--- src/rtl/lutram_fifo.sv ---
// Single-clock FIFO over a distributed-RAM array with an asynchronous read port.
// Define LUTRAM_FIFO_OREG_EN to put a registered output stage after the array.
module lutram_fifo #(
  parameter int WIDTH      = 8,
  parameter int DEPTH_LOG2 = 6
) (
  input  logic                  WCLK,
  input  logic                  RST,
  input  logic                  WE,
  input  logic [WIDTH-1:0]      D,
  output logic                  FULL,
  input  logic                  RE,
  output logic [WIDTH-1:0]      Q,
  output logic                  EMPTY,
  output logic [DEPTH_LOG2:0]   COUNT,
  output logic                  OVF,
  output logic                  UDF
);

  localparam int DEPTH = 2 ** DEPTH_LOG2;
  localparam logic [DEPTH_LOG2:0] DEPTH_C = (DEPTH_LOG2 + 1)'(DEPTH);

  logic [WIDTH-1:0]      mem [DEPTH];
  logic [DEPTH_LOG2-1:0] wr_ptr;
  logic [DEPTH_LOG2-1:0] rd_ptr;
  logic [DEPTH_LOG2:0]   count;
  logic [DEPTH_LOG2:0]   count_next;
  logic                  wr_acc;
  logic                  rd_acc;
  logic                  arr_pop;

  // Reset overrides any request presented on the same edge.
  assign FULL   = (count == DEPTH_C);
  assign wr_acc = WE && !FULL && !RST;
  assign rd_acc = RE && !EMPTY && !RST;
  assign COUNT  = count;

  always_comb begin
    count_next = count;
    case ({wr_acc, rd_acc})
      2'b10:   count_next = count + 1'b1;
      2'b01:   count_next = count - 1'b1;
      default: count_next = count;
    endcase
  end

  always_ff @(posedge WCLK) begin
    if (wr_acc) begin
      mem[wr_ptr] <= D;
    end
  end

  always_ff @(posedge WCLK) begin
    if (RST) begin
      wr_ptr <= '0;
      rd_ptr <= '0;
      count  <= '0;
      OVF    <= 1'b0;
      UDF    <= 1'b0;
    end else begin
      if (wr_acc) begin
        wr_ptr <= wr_ptr + 1'b1;
      end
      if (arr_pop) begin
        rd_ptr <= rd_ptr + 1'b1;
      end
      count <= count_next;
      OVF   <= WE && FULL;
      UDF   <= RE && EMPTY;
    end
  end

`ifdef LUTRAM_FIFO_OREG_EN
  logic [WIDTH-1:0] oreg;
  logic             oreg_valid;
  logic             arr_empty;

  // COUNT includes the output register, so the array holds COUNT - oreg_valid entries.
  assign arr_empty = (count == (DEPTH_LOG2 + 1)'(oreg_valid));
  assign arr_pop   = (!oreg_valid || rd_acc) && !arr_empty && !RST;
  assign EMPTY     = !oreg_valid;
  assign Q         = oreg;

  always_ff @(posedge WCLK) begin
    if (RST) begin
      oreg_valid <= 1'b0;
    end else if (arr_pop) begin
      oreg       <= mem[rd_ptr];
      oreg_valid <= 1'b1;
    end else if (rd_acc) begin
      oreg_valid <= 1'b0;
    end
  end
`else
  assign arr_pop = rd_acc;
  assign EMPTY   = (count == '0);
  assign Q       = mem[rd_ptr];
`endif

endmodule

--- config.mk ---
export PLATFORM = sky130hd
export DESIGN_NAME = lutram_fifo
export DESIGN_NICKNAME = d
export VERILOG_FILES = /design/src/rtl/lutram_fifo.sv
export SDC_FILE = /design/constraint.sdc
export NUM_CORES = 1
export LEC_CHECK = 0
export CAP_MARGIN = 20
export CELL_PAD_IN_SITES_DETAIL_PLACEMENT = 0
export CELL_PAD_IN_SITES_GLOBAL_PLACEMENT = 1
export CORE_MARGIN = 2
export CORE_UTILIZATION = 59
export DETAILED_ROUTE_END_ITERATION = 6
export GPL_ROUTABILITY_DRIVEN = 0
export PLACE_DENSITY_LB_ADDON = 0.05
export REMOVE_ABC_BUFFERS = 1
export SLEW_MARGIN = 20
export SYNTH_ARGS = -nofsm -noshare
export SYNTH_HDL_FRONTEND = slang
export SYNTH_SLANG_ARGS = --single-unit
export TNS_END_PERCENT = 20
--- constraint.sdc ---
create_clock -name WCLK -period 5.1 [get_ports WCLK]
set_input_delay 1.02 -clock WCLK [delete_from_list [all_inputs] [get_ports WCLK]]
set_output_delay 1.02 -clock WCLK [all_outputs]
set_load 0.03 [all_outputs]
==> results.md <==
* Max VDD drop at a little under 0.3 mV
* CP max-delay cell: dfxtp_2
* Fin util at 0.679
* Status: finished clean
* Layout cells sized above 1 at 0.249
* I/O pin count at 31
* DRC Markers at 0
* Clock sink count at roughly 540
* CTS tree: yes
* Number of DRC markers in iteration 0 at 1269
* Count of state elements after synthesis at between 500 and 600
* Std cell rows at 69
* Hold_ws at about 0.53 ns
* Die ar. at 37500 um^2
* Slew headroom at 0.310
* Via density per instance at about 6.4
* CP Cell Sequence: nand3b_1 > o21ai_0 > a21oi_1 > o211ai_1 > o2111ai_1 > clkdlybuf4s50_1
* HPWL after DPL at slightly below 30000 um
* Fmax at ~210 MHz
* Finish-stage setup viols at 0
* Via count at 10800
* Mapped cell area at roughly 21000 um^2
* Post-CTS Setup Bufs at 0
* Post-route antenna net violation count at 0
* Die Width at 194 um
* Num CTS Buffers at 53
* Minimum clock period at approximately 4.8 ns
* DP Area at between 20000 and 25000 um^2
* Post-CTS Hold Fix Bufs at 0
* CP top delay family: compound AO/OA/AOI/OAI gates
* Max cap viols at 0
* Slew @ Worst Pin at 1.04 ns
* Worst-path clk slew at roughly 0.060 ns
* Clock Root Buffer: clkbuf_16
* Final Cycle Share at 0.949
* Final Max Tran Viols at 0
* Layout area overhead at 13.5%
* Post-CTS resize count at 0
* Final setup margin at between 0.2 and 0.3 ns
* WP data arrival at roughly 3.8 ns
* Worst EP required at between 4 and 5 ns
* Port Buffers at 30
* Setup Crit Path Kind: reg2out
* CP Capture Type: output port
* Syn avg cell area at roughly 20 um^2
* Warnings, synthesis at 0
* Worst skew pair latency at 0.60 ns
* Register area share after synthesis at 0.750
* Worst hold path type: reg2reg
* Nets@finish at 1196
* Leakage power at about 7.5 nW
* Core area at 35500 um^2
* Initial core utilization at 0.598
* Gr usage total at 0.260
* Worst setup SP type: register
* Crit path buffers/inverters at 1
* DR WL/cell at between 20 and 30 um
* Pwr Total at between 9 and 10 mW
* Vias in the first global route at roughly 11000
* Grt total ovfl at 0
* Pre-CTS WS at between 0.8 and 0.9 ns
* CTS HTree Levels at 2
* First-pass GRT wire length at between 70000 and 80000 um
* Asr flop ratio synth at 0
* Critical Path Fanout Max at 33
* Final wirelength at between 40000 and 50000 um
* Post-route design area at approximately 24000 um^2
* RSZ-0062 raised after global routing: false
* Clock buffer depth at 3
* Final Hold Vio Count at 0
* Chip height at 194 um
* Clock skew at 0.0231 ns
* Unique masters post-synth at 53
* Ys flop type: edfxtp_1
* Syn Inst Count at between 1000 and 1500
* Initial antenna violation count at 0
* Largest net degree at the start of global routing at 65
* Power per cell area at just under 400 nW/um^2
* First drt pass iteration count at 7
* Number of synthesized flops with an enable pin at just over 500
* CP peak stage delay at roughly 1 ns
-- layer usage --
metal	vias to the layer above	wire length, um	GRT usage
li1	4623	-	-
met1	5668	20500	0.400
met2	431	22700	0.397
met3	53	3540	0.0350
met4	0	966	0.0780
met5	-	0	0
-- logic make-up after synthesis --
| group | after synthesis | share of synthesized area |
|---|---|---|
| flip-flops | 539 | 0.750 |
| AND/OR/NAND/NOR | 209 | 0.0461 |
| multiplexers | 142 | 0.142 |
| AO/OA/AOI/OAI | 108 | 0.0358 |
| buffers and inverters | 66 | 0.0176 |
| XOR/XNOR | 14 | 0.00578 |
| adder cells (fa/ha/maj) | 5 | 0.00295 |
-- final timing paths --
| kind | from | slack [ns] | endpoint | cells past startpoint |
|---|---|---|---|---|
| max | register | 0.26 | Q[1] | 6 |
| max reg2reg | COUNT[2] | 1.85 | COUNT[4] | 12 |
| min | rd_ptr[5] | 0.53 | register | 2 |
| min reg2reg | rd_ptr[5] | 0.53 | register | 2 |
-- cell usage after synthesis, types with 7 or more instances --
| cell type | n | area [um^2] |
|---|---|---|
| xor2_1 | 11 | 96.3 |
| nor2b_1 | 15 | 93.8 |
| a21oi_1 | 12 | 60.1 |
| nand2b_1 | 17 | 106 |
| mux4_2 | 126 | 2840 |
| a22oi_1 | 7 | 52.6 |
| o21ai_1 | 7 | 35.0 |
| a31oi_1 | 9 | 56.3 |
| buf_6 | 10 | 113 |
| buf_2 | 23 | 115 |
| o22ai_1 | 16 | 100 |
| clkbuf_1 | 16 | 60.1 |
| mux2i_1 | 11 | 110 |
| nand2_1 | 26 | 97.6 |
| o21ai_0 | 16 | 80.1 |
| nor2_1 | 101 | 379 |
| nand3_1 | 20 | 100 |
| edfxtp_1 | 512 | 15400 |
| dfxtp_1 | 27 | 541 |
-- cell type report --
| type | instances | area (um^2) |
|---|---|---|
| multi-input cells | 478 | 4930 |
| fillers | 2324 | 11400 |
| clock buffers | 75 | 1510 |
| clock inverters | 24 | 272 |
| well taps | 461 | 577 |
| flip-flops and latches | 539 | 15900 |
| inverters | 5 | 18.8 |
| repair buffers | 102 | 856 |
| diodes | 1 | 2.50 |
-- worst register-to-register path, stage by stage (launching register included) --
cell	delay (ns)
dfxtp_1	0.43
nor4_2	0.50
a31oi_2	0.14
buf_4	0.19
inv_1	0.08
ha_1	0.45
xor2_1	0.15
ha_1	0.23
a21oi_1	0.30
o21ai_0	0.15
a222oi_1	0.29
or3_1	0.16
a21oi_1	0.06
-- power by group --
part | internal [mW] | total (mW) | switching, mW
logic | 0.313 | 0.695 | 0.382
registers | 4.86 | 4.90 | 0.0419
clock network | 2.36 | 3.96 | 1.60
-- sequential cells by signal (all words and copies together), names as in the netlist, named ones only --
signal and cells:
rd_ptr 6, mem 512, OVF 1, wr_ptr 6, COUNT 7, UDF 1
-- metrics by stage --
step | TNS [ns] | cells
5_1_grt | 0 | 1684
4_1_cts | 0 | 1684
3_5_place_dp | 0 | 1585
2_1_floorplan | -18.66 | 1022
3_3_place_gp | 0 | 1585
6_report | 0 | 1685
-- cell usage in the layout, fill, tap and decap left out, types with 7 or more instances in the layout --
master           netlist  layout
xor2_1                11      11
nor2_1               101     101
edfxtp_1             512     512
clkinv_1               0       7
a22oi_1                7       7
nand3_1               20      20
dfxtp_1               27      22
clkdlybuf4s50_1        0      22
a21oi_1               12      12
o21ai_0               16      16
mux2i_1               11      11
nor2b_1               15      15
nand2b_1              17      17
clkbuf_16              0      55
nand2_1               26      26
o21ai_1                7       7
buf_4                  6      70
a31oi_1                9       9
clkbuf_1              16      14
o22ai_1               16      16
mux4_2               126     126
clkinv_2               0       8
Note: power is estimated with default switching activity, not from simulation.
